<file path="src/rtl/uart_pkg.sv">
// Shared definitions for the memory-mapped UART transmitter:
// FSM state encoding, register offsets and STATUS bit positions.
package uart_pkg;

   typedef enum logic [1:0] {
      IDLE  = 2'd0,
      START = 2'd1,
      DATA  = 2'd2,
      STOP  = 2'd3
   } tx_state_e;

   localparam logic [3:0] ADDR_TXDATA = 4'h0;
   localparam logic [3:0] ADDR_STATUS = 4'h4;

   localparam int STATUS_FULL_BIT     = 0;
   localparam int STATUS_EMPTY_BIT    = 1;
   localparam int STATUS_SHIFTING_BIT = 2;
   localparam int STATUS_OVERFLOW_BIT = 3;
   localparam int STATUS_COUNT_LSB    = 8;

   // Occupancy counter width: must hold 0..depth inclusive.
   function automatic int fifo_cnt_width(input int depth);
      return $clog2(depth) + 1;
   endfunction

endpackage

</file>
<file path="src/rtl/uart_tx_fifo.sv">
// Synchronous transmit FIFO. A push while full is accepted only when a pop
// happens in the same cycle; otherwise it is silently dropped.
module uart_tx_fifo #(
   parameter int DEPTH = 8,
   parameter int WIDTH = 8,
   localparam int PTR_W = $clog2(DEPTH),
   localparam int CNT_W = PTR_W + 1
) (
   input  logic             clk,
   input  logic             reset,
   input  logic             push,
   input  logic             pop,
   input  logic [WIDTH-1:0] wdata,
   output logic [WIDTH-1:0] rdata,
   output logic             full,
   output logic             empty,
   output logic [CNT_W-1:0] count
);

   logic [WIDTH-1:0] mem_q [DEPTH];
   logic [WIDTH-1:0] mem_d [DEPTH];
   logic [PTR_W-1:0] wr_ptr_q, wr_ptr_d;
   logic [PTR_W-1:0] rd_ptr_q, rd_ptr_d;
   logic [CNT_W-1:0] count_q, count_d;
   logic             push_ok;
   logic             pop_ok;

   assign full    = (count_q == CNT_W'(DEPTH));
   assign empty   = (count_q == {CNT_W{1'b0}});
   assign count   = count_q;
   assign rdata   = mem_q[rd_ptr_q];
   assign pop_ok  = pop & ~empty;
   assign push_ok = push & (~full | pop_ok);

   // Next-state for storage, pointers (natural wrap) and occupancy count
   always_comb begin
      mem_d    = mem_q;
      wr_ptr_d = wr_ptr_q;
      rd_ptr_d = rd_ptr_q;
      count_d  = count_q;
      if (push_ok) begin
         mem_d[wr_ptr_q] = wdata;
         wr_ptr_d        = wr_ptr_q + PTR_W'(1);
      end else begin
         wr_ptr_d = wr_ptr_q;
      end
      if (pop_ok) begin
         rd_ptr_d = rd_ptr_q + PTR_W'(1);
      end else begin
         rd_ptr_d = rd_ptr_q;
      end
      case ({push_ok, pop_ok})
         2'b10:   count_d = count_q + CNT_W'(1);
         2'b01:   count_d = count_q - CNT_W'(1);
         default: count_d = count_q;
      endcase
   end

   // FIFO state registers, cleared asynchronously
   always_ff @(posedge clk or negedge reset) begin
      if (!reset) begin
         for (int i = 0; i < DEPTH; i++) begin
            mem_q[i] <= {WIDTH{1'b0}};
         end
         wr_ptr_q <= {PTR_W{1'b0}};
         rd_ptr_q <= {PTR_W{1'b0}};
         count_q  <= {CNT_W{1'b0}};
      end else begin
         mem_q    <= mem_d;
         wr_ptr_q <= wr_ptr_d;
         rd_ptr_q <= rd_ptr_d;
         count_q  <= count_d;
      end
   end

endmodule

</file>
<file path="src/rtl/uart_tx_periph.sv">
// Memory-mapped 8N1 UART transmitter. Stores to TXDATA queue a byte; the
// serialiser drains the queue back-to-back with no idle gap between frames.
module uart_tx_periph
   import uart_pkg::*;
#(
   parameter int CLK_PER_BIT = 868,
   parameter int FIFO_DEPTH  = 8
) (
   input  logic        clk,
   input  logic        reset,
   input  logic        uart_select,
   input  logic        wr_en,
   input  logic        rd_en,
   input  logic [3:0]  addr,
   input  logic [31:0] wdata,
   input  logic [3:0]  mask,
   output logic [31:0] rdata,
   output logic        tx,
   output logic        tx_busy,
   output logic        irq
);

   localparam int CNT_W  = fifo_cnt_width(FIFO_DEPTH);
   localparam int BAUD_W = $clog2(CLK_PER_BIT);

   tx_state_e         state_q, state_d;
   logic [BAUD_W-1:0] baud_q, baud_d;
   logic [2:0]        bit_q, bit_d;
   logic [7:0]        shift_q, shift_d;
   logic              tx_q, tx_d;
   logic              ovf_q, ovf_d;
   logic              irq_q, irq_d;

   logic              wr_txdata;
   logic              wr_status;
   logic              rd_status;
   logic              pop;
   logic              push_ok;
   logic              tick;
   logic [7:0]        fifo_head;
   logic              fifo_full;
   logic              fifo_empty;
   logic [CNT_W-1:0]  fifo_count;
   logic [CNT_W-1:0]  count_next;
   logic [31:0]       status_word;

   assign wr_txdata = uart_select & wr_en & (addr == ADDR_TXDATA) & mask[0];
   assign wr_status = uart_select & wr_en & (addr == ADDR_STATUS) & mask[0];
   assign rd_status = uart_select & rd_en & (addr == ADDR_STATUS);
   assign tick      = (baud_q == BAUD_W'(CLK_PER_BIT - 1));
   assign push_ok   = wr_txdata & (~fifo_full | pop);
   assign count_next = fifo_count + CNT_W'(push_ok) - CNT_W'(pop);

   uart_tx_fifo #(
      .DEPTH (FIFO_DEPTH),
      .WIDTH (8)
   ) u_fifo (
      .clk   (clk),
      .reset (reset),
      .push  (wr_txdata),
      .pop   (pop),
      .wdata (wdata[7:0]),
      .rdata (fifo_head),
      .full  (fifo_full),
      .empty (fifo_empty),
      .count (fifo_count)
   );

   // Serialiser FSM: start bit, 8 data bits LSB first, stop bit
   always_comb begin
      state_d = state_q;
      baud_d  = baud_q;
      bit_d   = bit_q;
      shift_d = shift_q;
      tx_d    = tx_q;
      pop     = 1'b0;
      case (state_q)
         IDLE: begin
            baud_d = {BAUD_W{1'b0}};
            if (!fifo_empty) begin
               pop     = 1'b1;
               shift_d = fifo_head;
               tx_d    = 1'b0;
               state_d = START;
            end else begin
               tx_d    = 1'b1;
            end
         end
         START: begin
            if (tick) begin
               baud_d  = {BAUD_W{1'b0}};
               tx_d    = shift_q[0];
               bit_d   = 3'd0;
               state_d = DATA;
            end else begin
               baud_d  = baud_q + BAUD_W'(1);
            end
         end
         DATA: begin
            if (tick) begin
               baud_d = {BAUD_W{1'b0}};
               if (bit_q == 3'd7) begin
                  tx_d    = 1'b1;
                  state_d = STOP;
               end else begin
                  shift_d = {1'b0, shift_q[7:1]};
                  tx_d    = shift_q[1];
                  bit_d   = bit_q + 3'd1;
               end
            end else begin
               baud_d = baud_q + BAUD_W'(1);
            end
         end
         STOP: begin
            if (tick) begin
               baud_d = {BAUD_W{1'b0}};
               // Chain straight into the next frame when more data is queued
               if (!fifo_empty) begin
                  pop     = 1'b1;
                  shift_d = fifo_head;
                  tx_d    = 1'b0;
                  state_d = START;
               end else begin
                  state_d = IDLE;
               end
            end else begin
               baud_d = baud_q + BAUD_W'(1);
            end
         end
         default: begin
            state_d = IDLE;
            baud_d  = {BAUD_W{1'b0}};
            tx_d    = 1'b1;
         end
      endcase
   end

   // Sticky overflow flag and registered interrupt level
   always_comb begin
      ovf_d = ovf_q;
      if (wr_status && wdata[STATUS_OVERFLOW_BIT]) begin
         ovf_d = 1'b0;
      end else if (wr_txdata && fifo_full && !pop) begin
         ovf_d = 1'b1;
      end else begin
         ovf_d = ovf_q;
      end
      irq_d = (count_next == {CNT_W{1'b0}}) && (state_d == IDLE);
   end

   // STATUS assembly and load data mux
   always_comb begin
      status_word                                 = 32'd0;
      status_word[STATUS_FULL_BIT]                = fifo_full;
      status_word[STATUS_EMPTY_BIT]               = fifo_empty;
      status_word[STATUS_SHIFTING_BIT]            = (state_q != IDLE);
      status_word[STATUS_OVERFLOW_BIT]            = ovf_q;
      status_word[STATUS_COUNT_LSB +: CNT_W]      = fifo_count;
      if (rd_status) begin
         rdata = status_word;
      end else begin
         rdata = 32'd0;
      end
   end

   // Serialiser and flag registers; reset forces the line idle at once
   always_ff @(posedge clk or negedge reset) begin
      if (!reset) begin
         state_q <= IDLE;
         baud_q  <= {BAUD_W{1'b0}};
         bit_q   <= 3'd0;
         shift_q <= 8'd0;
         tx_q    <= 1'b1;
         ovf_q   <= 1'b0;
         irq_q   <= 1'b1;
      end else begin
         state_q <= state_d;
         baud_q  <= baud_d;
         bit_q   <= bit_d;
         shift_q <= shift_d;
         tx_q    <= tx_d;
         ovf_q   <= ovf_d;
         irq_q   <= irq_d;
      end
   end

   assign tx      = tx_q;
   assign irq     = irq_q;
   assign tx_busy = fifo_full;

endmodule

</file>
<file path="config.mk">
export PLATFORM = sky130hd
export DESIGN_NAME = uart_tx_periph
export DESIGN_NICKNAME = d
export VERILOG_FILES = /design/src/rtl/uart_pkg.sv /design/src/rtl/uart_tx_fifo.sv /design/src/rtl/uart_tx_periph.sv
export SDC_FILE = /design/constraint.sdc
export NUM_CORES = 1
export LEC_CHECK = 0
export CAP_MARGIN = 20
export CORE_MARGIN = 2
export CORE_UTILIZATION = 25
export CTS_CLUSTER_DIAMETER = 200
export DETAILED_ROUTE_END_ITERATION = 8
export GPL_ROUTABILITY_DRIVEN = 0
export PLACE_DENSITY = 0.41
export SYNTH_ARGS = -nofsm -noshare
export SYNTH_HDL_FRONTEND = slang
export SYNTH_SLANG_ARGS = --single-unit
export TNS_END_PERCENT = 1
</file>
<file path="constraint.sdc">
create_clock -name clk -period 8.5 [get_ports clk]
set_input_delay 0.85 -clock clk [delete_from_list [all_inputs] [get_ports clk]]
set_output_delay 0.85 -clock clk [all_outputs]
set_load 0.01 [all_outputs]
</file>
==> impl_metrics.py <==
metrics = {
    "floorplanning": {
        "dieHeight_um": 149,
        "start_util_pct": 25.2,
        "num_rows": 53,
        "die_area_sq_um": 22300,
        "core_area_sq_um": 20900,
        "ios": 80,
        "die_w_um": 149,
    },
    "grt": {
        "gr-usage-met3_pct": 3.09,
        "grtUsageMet2_pct": 18.2,
        "top_usage_layer": "met2",
        "grt_pass1_wl_um": 18200,
        "antenna_found_initial": 0,
        "overflow": 0,
        "grt_pass1_vias": 3262,
        "grt_max_degree": 80,
        "track_usage_pct": 10.7,
        "grt_use_met1_pct": 13.6,
    },
    "worst_setup_path": {
        "crit_path_top_delay_cell": "a211oi_2",
        "r2r_start": "baud_q[0]",
        "slowest_delay_ns": 0.78,
        "reg2reg_depth": 10,
        "worstSetupEndpointType": "register",
        "r2r_setup_slack_ns": 5.21,
        "r2r-end": "u_fifo.count[3]",
        "cp_data_arrival_time_ns": 3.92,
        "crit_start": "addr[2]",
        "worstPathCellList": "clkdlybuf4s50_1 > nor4_1 > nand4_1 > a211oi_2 > inv_1 > ha_1 > or3_1 > a211o_1 > a21oi_1 > xnor2_1",
        "cp-start-kind": "input pin",
        "worstPathMaxFanout": 13,
        "path_class": "input pin to register",
        "crit_end": "u_fifo.count[3]",
        "required_ns": 8.78,
    },
    "place": {
        "portBuffers": 28,
        "place_hpwl_um": 7230,
    },
    "final_layout": {
        "layout_commonest_cell": "dfrtp_1",
        "fillers": 2146,
        "ff_latch_area_sq_um": 2500,
        "nets": 506,
        "diodes": 0,
        "layout_common_cells": "dfrtp_1, mux2_2, nor2_1",
        "drive_gt1_share_pct": 28.3,
        "multi_input_area_sq_um": 2520,
        "layout-area-overhead-vs-synth_pct": 14.6,
        "final_core_util_pct": 28.9,
    },
    "clock_tree": {
        "postCtsSetupBuffers": 0,
        "postCtsHoldBufs": 0,
        "numCtsBuffers": 9,
        "clk_path_buf_depth": 2,
        "cts-root-buf": "clkbuf_16",
        "clk_latency_ns": 0.36,
        "cts_resized": 0,
        "clkTransAtPathRegs_ns": 0.07,
        "htreeDepth": 3,
        "cts_sinks": 100,
        "tritoncts": "built",
    },
    "synth": {
        "ys.flop_type": "dfrtp_1",
        "async_flop_share_pct": 100,
        "synth_edf_count": 0,
        "ys_warn_count": 0,
        "ys_ff_latch": 100,
        "syn_avg_cell_area_sq_um": 12.6,
        "netlist_instances": 419,
        "synth.cell_area_sq_um": 5270,
        "synth-seq-area-share_pct": 47.5,
        "synth.distinct_cells": 50,
    },
    "route": {
        "avgViaCountPerCell": 4.35,
        "ant_nets": 0,
        "drtIter0Drc": 93,
        "vias": 3138,
        "dr.pass1.iters": 5,
        "wl_per_cell_um": 15.1,
        "drc": 0,
        "wirelength_um": 10900,
    },
    "sta": {
        "slew_headroom_pct": 39.1,
        "fin_skew_ns": 0.00802,
        "setup-violations-final": 0,
        "fmax_ghz": 0.274,
        "tightest_slew_ns": 0.913,
        "finalCritPeriodShare_pct": 42.9,
        "tns_ns": 0,
        "rsz0062_at_grt": "no",
        "maxSlewViolCount": 0,
        "hold_viol": 0,
        "min_period_ns": 3.65,
    },
    "run": {
        "drv_cap": 0,
    },
    "status": {
        "status": "finished clean",
    },
    "power": {
        "ir_worst_vdd_uv": 94.3,
        "finalPower_mw": 1.03,
        "pwr_density_cell_nw_per_um2": 170,
        "p_leak_nw": 2.74,
    },
    "min_path": {
        "hp-class": "input pin to async pin",
    },
}
-- where the power goes --
group	total, mW	switching (mW)	internal, mW
registers	0.503	0.0144	0.489
clock network	0.429	0.196	0.233
logic	0.0942	0.0505	0.0437
-- how the worst min path moves through the flow --
stage / startpoint / endpoint / slack (ns) / cells after the start
floorplan: baud_q[0] / baud_q[0] / 0.45 / 1
global placement: baud_q[0] / baud_q[0] / 0.47 / 1
detailed placement: baud_q[0] / baud_q[0] / 0.48 / 1
CTS: reset / u_fifo.count[2] / 0.38 / 1
global route: reset / baud_q[8] / 0.39 / 1
finish: reset / u_fifo.count[2] / 0.38 / 1
-- cell type report --
| class | instances | area share [%] |
|---|---|---|
| multi-input combinational | 286 | 41.6 |
| tap | 275 | 5.69 |
| timing repair buffer | 31 | 5.30 |
| inverter | 13 | 0.808 |
| clock inverter | 7 | 1.37 |
| clock buffer | 9 | 3.73 |
| sequential | 100 | 41.5 |
-- cells in the mapped netlist, drive strengths merged (2+ instances only) --
cell,count,area (sq um)
xnor2,10,87.6
nor3b,3,27.5
mux2i,8,80.1
mux2,76,856
a21o,2,15.0
a211oi,2,20.0
and4,2,20.0
a22o,4,35.0
o31ai,2,15.0
inv,13,48.8
ha,19,238
o21a,2,15.0
o21ai,12,60.1
nand4,4,25.0
nand3,8,40.0
mux4,16,360
and4b,3,31.3
a211o,2,17.5
nor3,8,40.0
buf,35,258
nand3b,2,18.8
dfstp,2,52.6
nor2,30,113
a21oi,7,38.8
clkbuf,8,30.0
xor2,9,78.8
dfrtp,98,2450
and3,3,21.3
nand2,18,70.1
-- critical path: cells and delay by family --
family / cells / cell delay [ns]
compound gates: 3 / 1.20
xor+xnor: 1 / 0.13
fa+ha+maj: 1 / 0.30
buf+inv: 2 / 0.59
simple gates: 3 / 0.85
-- logic make-up after synthesis --
| logic type | after synthesis | share of synthesized area [%] |
|---|---|---|
| DFF | 100 | 47.5 |
| and+or+nand+nor | 88 | 8.81 |
| AOI/OAI and AO/OA | 35 | 4.58 |
| buffers and inverters | 56 | 6.38 |
| adders and majority gates | 20 | 4.89 |
| xor gates and xnor gates | 19 | 3.16 |
| other | 1 | 0.0711 |
| muxes | 100 | 24.6 |
-- layer usage --
metal,wire length [um],up-vias
met5,0,-
met4,92,0
met3,409,5
met2,5420,49
met1,4990,1598
li1,-,1486
-- through the flow --
step | worst slack (ns) | cells | hold WS, ns | area (sq um)
after floorplan | 5.57 | 442 | 0.455 | 5360
after global placement | 4.47 | 704 | 0.474 | 5710
after detailed placement | 4.47 | 704 | 0.477 | 5710
after CTS | 4.84 | 720 | 0.382 | 6010
after global routing | 4.68 | 721 | 0.393 | 6040
final | 4.85 | 721 | 0.384 | 6040
-- sequential cells by signal (all words and copies together), names as in the netlist --
register,flops
u_fifo.rd_ptr_q,3
ovf_q,1
bit_q,3
state_q,2
u_fifo.count,4
shift_q,8
tx,1
irq,1
u_fifo.wr_ptr_q,3
u_fifo.mem_q,64
baud_q,10
Note: power is estimated with default switching activity, not from simulation.
